`src/rtl/fifo_sync_prog.sv`:
```
// Synchronous single-clock FIFO with arbitrary depth, programmable almost-full/empty, flush and count.
// Optional build macro FIFO_FWFT_EN selects first-word-fall-through read data instead of registered data.
module fifo_sync_prog #(
    parameter int DATA_W   = 16,
    parameter int DEPTH    = 8,
    parameter int AF_LEVEL = DEPTH - 1,
    parameter int AE_LEVEL = 1,
    parameter int CNT_W    = $clog2(DEPTH + 1)
) (
    input  logic              clk,
    input  logic              rst_n,
    input  logic              flush,
    input  logic              wr_en,
    input  logic [DATA_W-1:0] data_in,
    input  logic              rd_en,
    output logic [DATA_W-1:0] data_out,
    output logic              wr_ack,
    output logic              overflow,
    output logic              underflow,
    output logic              full,
    output logic              empty,
    output logic              almostfull,
    output logic              almostempty,
    output logic [CNT_W-1:0]  count
);

    localparam int               PTR_W    = (DEPTH > 1) ? $clog2(DEPTH) : 1;
    localparam logic [PTR_W-1:0] PTR_LAST = PTR_W'(DEPTH - 1);
    localparam logic [CNT_W-1:0] CNT_FULL = CNT_W'(DEPTH);
    localparam logic [CNT_W-1:0] CNT_AF   = CNT_W'(AF_LEVEL);
    localparam logic [CNT_W-1:0] CNT_AE   = CNT_W'(AE_LEVEL);

    logic [DATA_W-1:0] mem [DEPTH];

    logic [PTR_W-1:0] wr_ptr_q, wr_ptr_d;
    logic [PTR_W-1:0] rd_ptr_q, rd_ptr_d;
    logic [CNT_W-1:0] count_q, count_d;
    logic             wr_ack_q, wr_ack_d;
    logic             overflow_q, overflow_d;
    logic             underflow_q, underflow_d;
    logic             wr_acc, rd_acc;

    assign full        = (count_q == CNT_FULL);
    assign empty       = (count_q == '0);
    assign almostfull  = (count_q >= CNT_AF) && (count_q < CNT_FULL);
    assign almostempty = (count_q <= CNT_AE) && (count_q != '0);
    assign count       = count_q;
    assign wr_ack      = wr_ack_q;
    assign overflow    = overflow_q;
    assign underflow   = underflow_q;

    // Flush masks both requests, so every accept/reject term below is already flush-qualified.
    assign wr_acc = wr_en && !full && !flush;
    assign rd_acc = rd_en && !empty && !flush;

    always_comb begin
        wr_ptr_d    = wr_ptr_q;
        rd_ptr_d    = rd_ptr_q;
        count_d     = count_q;
        wr_ack_d    = wr_acc;
        overflow_d  = wr_en && full && !flush;
        underflow_d = rd_en && empty && !flush;

        if (wr_acc) wr_ptr_d = (wr_ptr_q == PTR_LAST) ? '0 : wr_ptr_q + 1'b1;
        if (rd_acc) rd_ptr_d = (rd_ptr_q == PTR_LAST) ? '0 : rd_ptr_q + 1'b1;

        case ({wr_acc, rd_acc})
            2'b10:   count_d = count_q + 1'b1;
            2'b01:   count_d = count_q - 1'b1;
            default: count_d = count_q;
        endcase

        if (flush) begin
            wr_ptr_d = '0;
            rd_ptr_d = '0;
            count_d  = '0;
        end
    end

    // NOTE: sequential state uses non-blocking assignments so every register samples pre-edge values.
    always_ff @(posedge clk) begin
        if (!rst_n) begin
            wr_ptr_q    <= '0;
            rd_ptr_q    <= '0;
            count_q     <= '0;
            wr_ack_q    <= 1'b0;
            overflow_q  <= 1'b0;
            underflow_q <= 1'b0;
        end else begin
            wr_ptr_q    <= wr_ptr_d;
            rd_ptr_q    <= rd_ptr_d;
            count_q     <= count_d;
            wr_ack_q    <= wr_ack_d;
            overflow_q  <= overflow_d;
            underflow_q <= underflow_d;
        end
    end

    // NOTE: storage has no reset; contents are only meaningful between the pointers.
    always_ff @(posedge clk) begin
        if (rst_n && wr_acc) mem[wr_ptr_q] <= data_in;
    end

`ifdef FIFO_FWFT_EN
    assign data_out = empty ? '0 : mem[rd_ptr_q];
`else
    logic [DATA_W-1:0] data_out_q;

    always_ff @(posedge clk) begin
        if (!rst_n)      data_out_q <= '0;
        else if (rd_acc) data_out_q <= mem[rd_ptr_q];
    end

    assign data_out = data_out_q;
`endif

endmodule

```
`config.mk`:
```
export PLATFORM = sky130hd
export DESIGN_NAME = fifo_sync_prog
export DESIGN_NICKNAME = d
export VERILOG_FILES = /design/src/rtl/fifo_sync_prog.sv
export SDC_FILE = /design/constraint.sdc
export NUM_CORES = 1
export LEC_CHECK = 0
export ABC_AREA = 0
export BUFFER_PORTS_ARGS = -buffer_cell sky130_fd_sc_hd__buf_4
export CAP_MARGIN = 20
export CORE_AREA = 8 8 114 116
export DETAILED_ROUTE_END_ITERATION = 12
export DIE_AREA = 0 0 122 124
export HOLD_SLACK_MARGIN = 0.1
export MAX_ROUTING_LAYER = met4
export PLACE_DENSITY = 0.73
export SETUP_SLACK_MARGIN = 0.1
export SKIP_CTS_REPAIR_TIMING = 1
export SLEW_MARGIN = 20
export SYNTH_ARGS = -nofsm -noshare
export SYNTH_HDL_FRONTEND = slang
export SYNTH_SLANG_ARGS = --single-unit
```
`constraint.sdc`:
```
create_clock -name clk -period 5.5 [get_ports clk]
set_input_delay 0.55 -clock clk [delete_from_list [all_inputs] [get_ports clk]]
set_output_delay 0.55 -clock clk [all_outputs]
set_load 0.005 [all_outputs]
```
* Word level (Yosys, flattened, before mapping) *
Memory sizes are Yosys's and may differ from the RTL's. A register that Yosys moved wholly into a read port is not among the register bits.
Cells that the tools add are included.

operators by class
  add/subtract/negate cells = 4
  magnitude comparators = 3
  equal/unequal tests = 5
  muxes and demuxes = 5
  bitwise gates (word level) = 1
  reduce and logical (&&, ||, !) cells = 19

operators with widths
  cell                                                                   number
  1-bit logical AND                                                      11
  4-bit one-hot mux with 2 select lines                                  1
  3-bit by 1-bit adder with 3-bit output, second input constant          2
  3-bit equality test, second input constant                             2
  3-bit two-way mux                                                      2
  4-bit by 1-bit adder with 4-bit output, second input constant          1
  4-bit equality test, second input constant                             1
  4-bit by 3-bit >= comparator with 1-bit output, second input constant  1
  4-bit by 1-bit <= comparator with 1-bit output, second input constant  1
  1-bit zero test                                                        4
  4-bit zero test                                                        1
  4-bit less-than comparator, second input constant                      1
  4-bit nonzero test                                                     1
  4-bit by 1-bit subtractor with 4-bit output, second input constant     1
  2-bit by 1-bit equality test with 1-bit output, second input constant  1
  2-bit equality test, second input constant                             1
  1-bit two-way mux                                                      2
  2-bit nonzero test                                                     1
  2-bit OR reduction                                                     1
  1-bit NOT                                                              1

storage, ports and cells
  flip-flop bits (word level) = 13
  bits in writable memories = 128
  memories kept = 1

memory list
  memory  depth  width  rd ports  clocked after memory_dff  wr ports  RTL line  source
  mem     8      16     1         1                         1         33        logic [DATA_W-1:0] mem [DEPTH];

* Logic depth before layout (Yosys ltp) *
  depth after elaboration = 7
  mapped depth = 10
  mapped depth without buffers = 10

* Least setup slack after synthesis *
Ideal clock, no wire load.

  path type = register -> register
  from = reg count_q[0] (netlist: count[0])
  to = mem mem[1][0], enable pin
  library setup time = 0.409 ns
  data arrival time = 2.160 ns
  slack = 2.930 ns
  stages on the path, launching flop included = 6
  buffers on the path = 0
  cells stage by stage = dfxtp_1 -> inv_1 -> ha_1 -> nand3b_2 -> nand4_1 -> nor3_1

between the ends
  cells in the longest elaborated chain, start to end = 7

ends and longest elaborated chain
  what                                     RTL line  source
  from (decl)                              37        logic [CNT_W-1:0] count_q, count_d;
  from (signal assigned)                   92        count_q <= count_d;
  4-bit equality test                      43        assign full = (count_q == CNT_FULL);
  1-bit zero test                          53        assign wr_acc = wr_en && !full && !flush;
  1-bit logical AND (2 in series)          53
  1-bit logical AND                        101       if (rst_n && wr_acc) mem[wr_ptr_q] <= data_in;
  1-bit two-way mux                        101
  1-bit two-way mux (implied by the code)  101
  to (decl)                                33

Every way passes these cells.

* Worst setup path in the final report *
  from = reg count_q[0] (netlist: count[0])
  to = reg count_q[3] (netlist: count[3])

between the ends
  cells in the longest elaborated chain, start to end = 6

ends and longest elaborated chain
  what                                                                                          RTL line  source
  4-bit equality test / 4-bit zero test (equally long branches)                                 43, 44
  1-bit zero test, on equally long branches                                                     53, 54
  1-bit logical AND, on equally long branches (2 in series)                                     53, 54
  2-bit by 1-bit equality test with 1-bit output / 2-bit equality test (equally long branches)  67        case ({wr_acc, rd_acc})
  4-bit one-hot mux with 2 select lines / 2-bit nonzero test (equally long branches)            n/a

Parallel ways exist; a longest one is shown, timed or not.
A chain may end at the register's enable or synchronous reset.

==> run summary <==
Starting Density - 54.1%
Peak VDD IR - 253 uV
Max Transition Viols Final - 0
drt initial violations - 192
initial antenna violation count - 0
Worst Hold Depth - 1
Max-Cap Viols - 0
CP Data Arrival Time - 3030 ps
min-delay src - data_in[6]
pwr dens - 351 nW/um2
number of synthesized flops with an enable pin - 128
clock sinks - 157
DR WL/cell - 20.9 um
Final ANT Viol Nets - 0
TNS Setup - 0 ps
root buffer cell - clkbuf_16
crit end category - flop
Seq/Total Area, Yosys - 73.2%
FFs w/ async S/R, synth - 0%
synth warn - 0
synthesis-to-finish area growth - 18.5%
first-pass GRT wire length - 17500 um
Pre-antenna DRT Iters - 6
DIE WIDTH - 122 um
CORE AREA - 11200 um2
post-synthesis register bit count - 157
CP peak stage delay - 480 ps
top post-synthesis cells by area - edfxtp_1 (64%), mux4_2 (12%), dfxtp_1 (9.6%)
routability congestion estimate - 0.760
Crit path top cell by count - ha_1
final hold vios - 0
Setup violations, final - 0
Critical Path RT - 5780 ps
largest net degree at the start of global routing - 36
placed insts - 508
vias in the first global route - 3203
Slew headroom - 54.6%
DR vias - 3067
r2r startpoint - count[0]
worst slew pin tran - 681 ps
Final Skew - 8.28 ps
Routed WL - 11300 um
Worst-path clk slew - 60 ps
Core Rows - 39
leakage power - 2.43 nW
HPWL Detailed - 6580 um
# IOs - 48
Final min period - 2750 ps
worst skew pair latency - 410 ps
total gr overflow - 0
PortBufs - 47
clk buf depth - 2
synth cell count leaders - edfxtp_1 (128), mux4_2 (32), dfxtp_1 (29)
crit path max fanout - 33
flop2flop setup slack - 2750 ps
met3 usage - 3.58%
WHS Endpoint - mem[4][6]
Final Core Density - 64.1%
layer with the highest usage - met2
critical-path cell list - inv_1 -> ha_1 -> nor3b_2 -> nor3b_4 -> buf_4 -> ha_1 -> or4b_1 -> a21oi_2 -> xnor2_1 -> nor2_1
Post-Syn Instances - 321
Cell Area, Synth - 6050 um2
die height - 124 um
# diodes - 0
vias per cell - 5.68
Synthesized Nets - 350
outcome - finished, final reports clean
# nets final - 413
Synth cell types - 37
Main synth FF type - edfxtp_1
gr usage total - 16.5%
slowest CP cell - or4b_1
Synth area leader - edfxtp_1
cell with the most instances after synthesis - edfxtp_1
ratio of cells with drive above 1 in the final layout - 33.2%
r2r worst-path depth - 10
r2r endpoint - count[3]
Synth top area share - 63.6%
# DRC - 0
Mean Syn Cell Area - 18.8 um2
RSZ-0062 raised after global routing - no
TritonCTS Buffers - 17
fin crit share - 50.0%
global routing usage on met1 - 19.0%
H-tree depth - 4
nature of the critical path startpoint - flop
CTS tree - built
non-filler instance count after layout - 540
die area - 15100 um2
achievable frequency - 0.364 GHz
GR Util met2 - 27.3%
min-delay worst type - in2reg
Crit Path Category - reg2reg
[where the power goes]
group | switching, mW | total [mW] | internal (mW)
registers | 0.00581 | 1.30 | 1.29
logic | 0.0422 | 0.0796 | 0.0374
clock network | 0.432 | 1.13 | 0.700
total | 0.480 | 2.51 | 2.03
[sequential cells by signal, indices dropped and copies added, names as in the netlist]
register   cells
count          4
wr_ack         1
data_out      16
wr_ptr_q       3
underflow      1
mem          128
overflow       1
rd_ptr_q       3
[per-layer routing]
metal | vias to the layer above | wire [um] | share of wire, %
met5 | - | 0 | 0
met4 | 0 | 144 | 1.3
met3 | 10 | 567 | 5.0
met2 | 76 | 5770 | 51
met1 | 1576 | 4810 | 43
li1 | 1405 | - | -
[layout make-up]
type / instances / area [um2]
clock buffers: 21 / 470
well taps: 143 / 179
flip-flops and latches: 157 / 4430
repair buffers: 59 / 443
multi-input cells: 146 / 1520
clock inverters: 11 / 116
inverters: 3 / 11.3
fillers: 773 / 4010
[how the worst max path moves through the flow]
stage	from	endpoint	slack, ps	cells past startpoint
floorplan	count[0]	mem[1][0]	2930	5
global placement	count[0]	count[3]	2860	10
detailed placement	count[0]	count[3]	2780	10
CTS	count[0]	count[3]	2770	10
global route	count[0]	count[3]	2560	10
finish	count[0]	count[3]	2750	10
[per-stage QoR]
stage	total power, mW	area [um2]	setup WS [ps]	hold WS [ps]
after CTS	2.53	7160	2770	359
after floorplan	1.36	6050	2930	475
after detailed placement	1.41	6580	2780	504
after global routing	2.59	7160	2560	367
final	2.51	7160	2750	372
after global placement	1.40	6580	2860	493
[critical path: cells and delay by family (launching register included)]
family                   cells  cell delay, ps
AND/OR/NAND/NOR              4             910
adder cells (fa/ha/maj)      2             560
flip-flops                   1             440
buffers and inverters        2             420
AO/OA/AOI/OAI                1             160
XOR/XNOR                     1             120
[kinds of logic (layout without fill, tap and decap cells)]
logic type                 count (synthesis)  count (layout)  share of synthesized area [%]
adders and majority gates                  8               8                           1.66
AOI/OAI and AO/OA                         41              41                           3.50
muxes                                     50              50                           14.9
buffers and inverters                     18              94                           1.88
xor gates and xnor gates                   3               3                          0.435
and+or+nand+nor                           44              44                           4.45
DFF                                      157             157                           73.2
[placed cells by master, fill, tap and decap left out, drive strengths merged, types with 12 or more instances in the layout]
cell	Yosys	final
edfxtp	128	128
o21ai	17	17
mux2i	18	18
buf	13	59
clkbuf	2	21
mux4	32	32
nor2	12	12
a21oi	23	23
dfxtp	29	29
No activity file was read; power rests on OpenSTA's default activity.
